## config.mk

```make
export PLATFORM = sky130hd
export DESIGN_NAME = ip_stream_packer
export DESIGN_NICKNAME = d
export VERILOG_FILES = /design/src/rtl/ip_stream_packer.sv
export SDC_FILE = /design/constraint.sdc
export NUM_CORES = 1
export LEC_CHECK = 0
export CAP_MARGIN = 0
export CORE_ASPECT_RATIO = 1.75
export CORE_UTILIZATION = 25
export CTS_BUF_LIST = sky130_fd_sc_hd__clkbuf_2
export CTS_CLUSTER_SIZE = 10
export DETAILED_ROUTE_END_ITERATION = 8
export GPL_ROUTABILITY_DRIVEN = 0
export PLACE_DENSITY_LB_ADDON = 0.2
export RECOVER_POWER = 100
export SLEW_MARGIN = 20
export SYNTH_ARGS = -nofsm -noshare
export SYNTH_HDL_FRONTEND = slang
export SYNTH_SLANG_ARGS = --single-unit
```

## constraint.sdc

```tcl
create_clock -name m_axis_mm2s_aclk -period 5.5 [get_ports m_axis_mm2s_aclk]
set_input_delay 0.825 -clock m_axis_mm2s_aclk [delete_from_list [all_inputs] [get_ports m_axis_mm2s_aclk]]
set_output_delay 0.825 -clock m_axis_mm2s_aclk [all_outputs]
set_load 0.05 [all_outputs]
```

## src/rtl/ip_stream_packer.sv

```systemverilog
// Packs a narrow word stream into 128-bit beats with byte keep and last flag.
// One completed beat may wait in the output register and one more in the accumulator.
module ip_stream_packer #(
    parameter int DIN_W = 32
) (
    input  logic              m_axis_mm2s_aclk,
    input  logic              m_axis_mm2s_aresetn,
    input  logic [DIN_W-1:0]  din,
    input  logic              din_valid,
    output logic              din_ready,
    input  logic              din_last,
    output logic [127:0]      dout,
    output logic              valid,
    input  logic              ready,
    output logic [15:0]       keep,
    output logic              last,
    output logic [31:0]       beat_cnt,
    output logic [31:0]       pkt_cnt
);

    localparam int LANES  = 128 / DIN_W;
    localparam int LKEEP  = DIN_W / 8;
    localparam int LANE_W = $clog2(LANES);
    localparam logic [LANE_W-1:0] LAST_LANE = LANE_W'(LANES - 1);

    logic [127:0]      acc_reg;
    logic [LANE_W-1:0] lane_reg;
    logic              pend_reg;
    logic [15:0]       pend_keep_reg;
    logic              pend_last_reg;
    logic [127:0]      dout_reg;
    logic [15:0]       keep_reg;
    logic              last_reg;
    logic              valid_reg;
    logic [31:0]       beat_cnt_reg;
    logic [31:0]       pkt_cnt_reg;

    logic [127:0]      merged_beat;
    logic [15:0]       merged_keep;
    logic              in_xfer;
    logic              out_xfer;
    logic              out_free;
    logic              beat_done;

    assign in_xfer   = din_valid && !pend_reg;
    assign out_xfer  = valid_reg && ready;
    assign out_free  = !valid_reg || ready;
    assign beat_done = (lane_reg == LAST_LANE) || din_last;

    // Current word goes into its lane; lanes above it are forced to zero.
    genvar gi;
    generate
        for (gi = 0; gi < LANES; gi++) begin : g_lane
            localparam logic [LANE_W-1:0] IDX = LANE_W'(gi);
            assign merged_beat[gi*DIN_W +: DIN_W] =
                (lane_reg == IDX) ? din :
                (IDX < lane_reg)  ? acc_reg[gi*DIN_W +: DIN_W] : '0;
            assign merged_keep[gi*LKEEP +: LKEEP] = (IDX <= lane_reg) ? '1 : '0;
        end
    endgenerate

    always_ff @(posedge m_axis_mm2s_aclk or negedge m_axis_mm2s_aresetn) begin
        if (!m_axis_mm2s_aresetn) begin
            acc_reg       <= '0;
            lane_reg      <= '0;
            pend_reg      <= 1'b0;
            pend_keep_reg <= '0;
            pend_last_reg <= 1'b0;
            dout_reg      <= '0;
            keep_reg      <= '0;
            last_reg      <= 1'b0;
            valid_reg     <= 1'b0;
            beat_cnt_reg  <= '0;
            pkt_cnt_reg   <= '0;
        end else begin
            if (out_xfer) begin
                beat_cnt_reg <= beat_cnt_reg + 32'd1;
                if (last_reg)
                    pkt_cnt_reg <= pkt_cnt_reg + 32'd1;
            end

            if (pend_reg) begin
                // Input is stalled; only the held beat can move forward.
                if (out_free) begin
                    dout_reg  <= acc_reg;
                    keep_reg  <= pend_keep_reg;
                    last_reg  <= pend_last_reg;
                    valid_reg <= 1'b1;
                    pend_reg  <= 1'b0;
                    lane_reg  <= '0;
                    acc_reg   <= '0;
                end
            end else if (in_xfer && beat_done) begin
                if (out_free) begin
                    dout_reg  <= merged_beat;
                    keep_reg  <= merged_keep;
                    last_reg  <= din_last;
                    valid_reg <= 1'b1;
                    lane_reg  <= '0;
                    acc_reg   <= '0;
                end else begin
                    acc_reg       <= merged_beat;
                    pend_keep_reg <= merged_keep;
                    pend_last_reg <= din_last;
                    pend_reg      <= 1'b1;
                    lane_reg      <= '0;
                end
            end else begin
                if (in_xfer) begin
                    acc_reg  <= merged_beat;
                    lane_reg <= lane_reg + LANE_W'(1);
                end
                if (out_xfer)
                    valid_reg <= 1'b0;
            end
        end
    end

    assign din_ready = !pend_reg;
    assign dout      = dout_reg;
    assign keep      = keep_reg;
    assign last      = last_reg;
    assign valid     = valid_reg;
    assign beat_cnt  = beat_cnt_reg;
    assign pkt_cnt   = pkt_cnt_reg;

endmodule

```

# --- After elaboration in Yosys (flattened, before gate mapping) ---
# Cells that the tools add are included.
op_classes:
  n_addsub: 3
  multipliers: 0
  div: 0
  n_lt_le_gt_ge: 8
  eq_ne: 4
  shifts: 0
  mux: 40
  bitwise: 2
  n_reduce_logical: 15
ops:
  columns: ["op", "count"]
  rows:
  - ["128-bit two-way mux", 9]
  - ["32-bit two-way mux", 8]
  - ["32-bit by 1-bit adder with 32-bit output (second input constant)", 2]
  - ["16-bit two-way mux", 4]
  - ["4-bit two-way mux", 4]
  - ["1-bit two-way mux", 11]
  - ["2-bit two-way mux", 4]
  - ["2-bit AND reduction", 3]
  - ["3-bit nonzero test", 2]
  - ["2-bit equality test (second input constant)", 2]
  - ["1-bit by 2-bit less-or-equal comparator with 1-bit output (first input constant)", 2]
  - ["2-bit less-or-equal comparator (first input constant)", 2]
  - ["1-bit by 2-bit less-than comparator with 1-bit output (first input constant)", 2]
  - ["2-bit less-than comparator (first input constant)", 2]
  - ["1-bit logical AND", 3]
  - ["3-bit AND reduction", 1]
  - ["2-bit by 1-bit adder with 2-bit output (second input constant)", 1]
  - ["2-bit by 1-bit equality test with 1-bit output (second input constant)", 1]
  - ["1-bit zero test", 2]
  - ["2-bit zero test", 1]
  - ["1-bit logical OR", 2]
  - ["2-bit by 1-bit != test with 1-bit output (second input constant)", 1]
  - ["1-bit NOT", 2]
  - ["2-bit nonzero test", 1]
word_totals:
  register_bits: 358
  latch_bits: 0
  ramBits: 0
  mem_bits_ro: 0
  input_bits: 37
  elab_cells: 83
  n_memories: 0

# --- Longest topological paths before layout ---
depth:
  ltp_word: 6
  ltp_mapped: 9
  ltp_nobuf: 6

# --- Least setup slack after synthesis ---
# Ideal clock, no wire load.
synth_timing:
  path_kind: "register -> register"
  from: "register beat_cnt_reg[0], in the netlist beat_cnt[0]"
  to: "register beat_cnt_reg[26], in the netlist beat_cnt[26]"
  setup_time_ps: 142
  arrival_ps: 2009
  required_ps: 5358
  path_slack_ps: 3350
  stages_incl_launch_ff: 6
  n_path_buf: 0
  period_less_slack_ps: 2150
  path_cell_list: "dfrtp_1 ha_1 nand3_1 nor4_1 nand4b_1 xnor2_1"
synth_between:
  elab_chain_len: 1
synth_lines:
  columns: ["element", "line", "text"]
  rows:
  - ["start: declaration", "35", "logic [31:0] beat_cnt_reg;"]
  - ["start signal: assignment", "77", "beat_cnt_reg <= beat_cnt_reg + 32'd1;"]
  - ["32-bit by 1-bit adder with 32-bit output", "77", null]
# Every way passes these cells.
# A chain may end at the register's enable or synchronous reset.

# --- Worst setup path in the final report ---
layout_timing:
  from: "register pend_reg"
  to: "output din_ready"
layout_between:
  elab_chain_len: 1
layout_lines:
  columns: ["element", "line", "text"]
  rows:
  - ["start: declaration", "28", "logic pend_reg;"]
  - ["start signal: assignment", "66", "pend_reg <= 1'b0;"]
  - ["start signal: assignment", "89", "pend_reg <= 1'b0;"]
  - ["start signal: assignment", "105", "pend_reg <= 1'b1;"]
  - ["1-bit zero test", "119", "assign din_ready = !pend_reg;"]
  - ["end: declaration", "10", "output logic din_ready,"]
# Every way passes these cells.

==> impl_metrics.tcl <==
set metrics [dict create \
    status "finished with violations" \
    violations "max-capacitance violations, max-slew violations" \
    path_depth 3 \
    clockBufferDepth 3 \
    worst-setup-path-type "flip-flop to output port" \
    ys_dominant_reg_cell "dfrtp_1" \
    place_ws_ps 1858 \
    clock_skew_ps 94.86 \
    netlist_instances 1275 \
    worstSetupStartpointType "flip-flop" \
    crit_chain "buf_4, inv_1, clkdlybuf4s50_1" \
    hp-class "primary input to async pin" \
    slew_violations 457 \
    root_buffer "clkbuf_2" \
    finalCriticalPeriod_ps 4530 \
    clk_pin_slew_ps 130 \
    cap_violations 6 \
    grt-busiest-layer "met2" \
    drtIter0Drc 530 \
    ys_seq_area_share_pct 59.19 \
    initial_core_util_pct 25.45 \
    critPathArrivalTime_ps 3700 \
    hold_violations 0 \
    cp.buffers_inverters 3 \
    synth_area_leaders "dfrtp_1 59%, a22o_1 7.9%, o21ai_0 4.9%, nand2_1 4.3%, a22oi_1 3.4%" \
    seqCellArea_um2 8359 \
    viasPerCell 4.797 \
    syn_area_per_cell_um2 11.08 \
    synth_top_area_cell "dfrtp_1" \
    synth.cell_area_um2 14120 \
    p_switching_mw 2.847 \
    grt_pass1_vias 11200 \
    cts_made_buffers 88 \
    n_fill_cell 5723 \
    drt_wl_total_um 45630 \
    met1_usage_pct 17.73 \
    ys_warn_count 0 \
    max_slew.worst_pin.slew_ps 3261 \
    required_ps 4680 \
    grt_util_met3_pct 4.112 \
    grt_max_degree 163 \
    p_leak_nw 8.539 \
    crit_path_max_fanout 45 \
    period_share_pct 82.36 \
    fmaxAchievable_mhz 220.8 \
    nets 1529 \
    reg2reg_depth 4 \
    synthArstFlopShare_pct 100.0 \
    grtUsageMet2_pct 28.93 \
    p_per_area_nw_per_um2 389.8 \
    grtUsageTotal_pct 16.10 \
    portBuffers 247 \
    drc 0 \
    clock_power_share_pct 25.1 \
    p_int_mw 4.034 \
    die_h_um 316.4 \
    antenna_found_initial 3 \
    io_pins 248 \
    finalSetupViolations 0 \
    synth.distinct_cells 45 \
    fin_tns_setup_ps 0 \
    grt_first_pass_wirelength_um 69610 \
    cpLargestDelayFamily "buffers and inverters" \
    dieArea_um2 57480 \
    syn_nets 1318 \
    cts-resized-gates 0 \
    rows 114 \
    netSwitchingFraction_pct 41.37 \
    firstDrtPassIters 4 \
    layout-drive-gt1-share_pct 10.18 \
    avgRoutedWirePerCell_um 20.38 \
    cts_tree "yes" \
    ys_ff_latch 334 \
    rsz0062_at_grt "no" \
    multi_input_area_um2 5095 \
    syn_to_final_growth_pct 25.01 \
    seqPwrFrac_pct 43.7 \
    p_comb_share_pct 31.2 \
    crit_slowest_cell "clkdlybuf4s50_1" \
    vdd_drop_max_mv 0.1871 \
    clock-sinks 334 \
    core-area_um2 55490 \
    synth-edff-count 0 \
    final_antenna_net_count 0 \
    num_vias 10740 \
    slew_headroom_pct -117.4 \
    h-tree-depth 3 \
    worst_skew_pair.late_latency_ps 1060 \
    dp_hpwl_um 29350 \
    overflow 0 \
    cpPeakStageDelay_ps 1020 \
    worst_slack_ps 970.4 \
    die_x_um 181.7 \
    crit_path_end_kind "output port" \
    synth_top_cell_area_share_pct 59.19 \
]
==> layout by cell type (no fill, tap or decap), drive strengths merged, types with 2 or more instances in the layout <==
master	Yosys	layout
a21o	3	3
a21oi	34	34
a22o	128	128
a22oi	64	64
and2	7	7
and3	40	40
and4	7	7
buf	72	5
clkbuf	62	130
clkdlybuf4s50	0	36
clkinv	0	17
dfrtp	334	334
dlygate4sd3	0	211
ha	6	6
inv	12	13
mux2	3	3
mux2i	34	34
nand2	162	162
nand2b	2	2
nand3	23	23
nand4	19	19
nand4b	2	2
nor2	17	17
nor2b	2	2
nor3	14	14
nor4	14	14
o21ai	138	138
o21bai	2	2
or2	3	3
or4	2	2
xnor2	26	26
xor2	36	36
==> cell usage after synthesis (all sizes together), types with 2 or more instances <==
library cell	number
xnor2	26
nand2	162
nand3	23
a21o	3
ha	6
and4	7
or2	3
o21bai	2
o21ai	138
and2	7
nor3	14
a21oi	34
nand4b	2
buf	72
a22o	128
xor2	36
nor2b	2
clkbuf	62
nand4	19
mux2i	34
and3	40
nor4	14
mux2	3
nand2b	2
or4	2
inv	12
dfrtp	334
a22oi	64
nor2	17
==> stage by stage <==
step	cells	util [%]	power, mW	hold WS, ps	cell area (µm²)
6_report	2239	31.82	6.881	353.6	17650
5_1_grt	2239	31.82	7.284	316.4	17650
3_5_place_dp	2091	30.70	5.346	444.0	17030
2_1_floorplan	1275	-	4.490	414.5	14120
4_1_cts	2238	32.04	7.159	168.7	17780
3_3_place_gp	2091	30.70	5.326	441.4	17030
==> power groups by stage <==
stage,sequential [mW],clock (mW),combinational (mW)
detailed placement,3.07,0,2.28
floorplan,3.78,0,0.707
global route,3.06,1.93,2.30
finish,3.01,1.72,2.15
global placement,3.07,0,2.26
CTS,3.03,1.85,2.28
==> routing by layer <==
metal,vias to the layer above,wire (µm)
met3,83,2695
li1,5005,-
met1,5329,17590
met4,4,1261
met2,320,24050
met5,-,27
==> logic make-up after synthesis <==
family	Yosys count	share of synthesized area, %
compound gates	373	17.97
xor+xnor	62	3.845
fa+ha+maj	6	0.5316
buf+inv	146	4.616
flops	334	59.19
mux	37	2.649
simple gates	317	11.20
==> final cells by class <==
| type | instances | area share [%] |
|---|---|---|
| clock buffer | 127 | 3.601 |
| clock inverter | 19 | 0.5670 |
| tap | 696 | 4.933 |
| sequential | 334 | 47.35 |
| inverter | 12 | 0.2552 |
| timing repair buffer | 255 | 14.42 |
| antenna | 1 | 0.01418 |
| multi-input combinational | 795 | 28.86 |
==> final timing paths <==
check | from | to | slack (ps)
max | pend_reg$_DFF_PN0_ | din_ready | 970
min | m_axis_mm2s_aresetn | beat_cnt[13]$_DFFE_PN0P_ | 350
max reg2reg | lane_reg[1]$_DFFE_PN0P_ | acc_reg[72]$_DFFE_PN0P_ | 1030
min reg2reg | pend_keep_reg[3]$_DFFE_PN0P_ | pend_keep_reg[3]$_DFFE_PN0P_ | 460
max in group asynchronous | m_axis_mm2s_aresetn | acc_reg[18]$_DFFE_PN0P_ | 1420
min in group m_axis_mm2s_aclk | pend_keep_reg[3]$_DFFE_PN0P_ | pend_keep_reg[3]$_DFFE_PN0P_ | 460
==> worst register-to-register path, cell delays in order (launching register included) <==
cell and delay, ps:
dfrtp_1 460, ha_1 1110, and3_1 1340, a21o_1 1140, a22o_1 270
==> what timing repair did <==
item | 4_1_cts | 5_1_grt
hold buffers | 1 | 0
hold endpoints to repair | 84 | 0
setup buffers | 0 | 0
No activity file was read; power rests on OpenSTA's default activity.
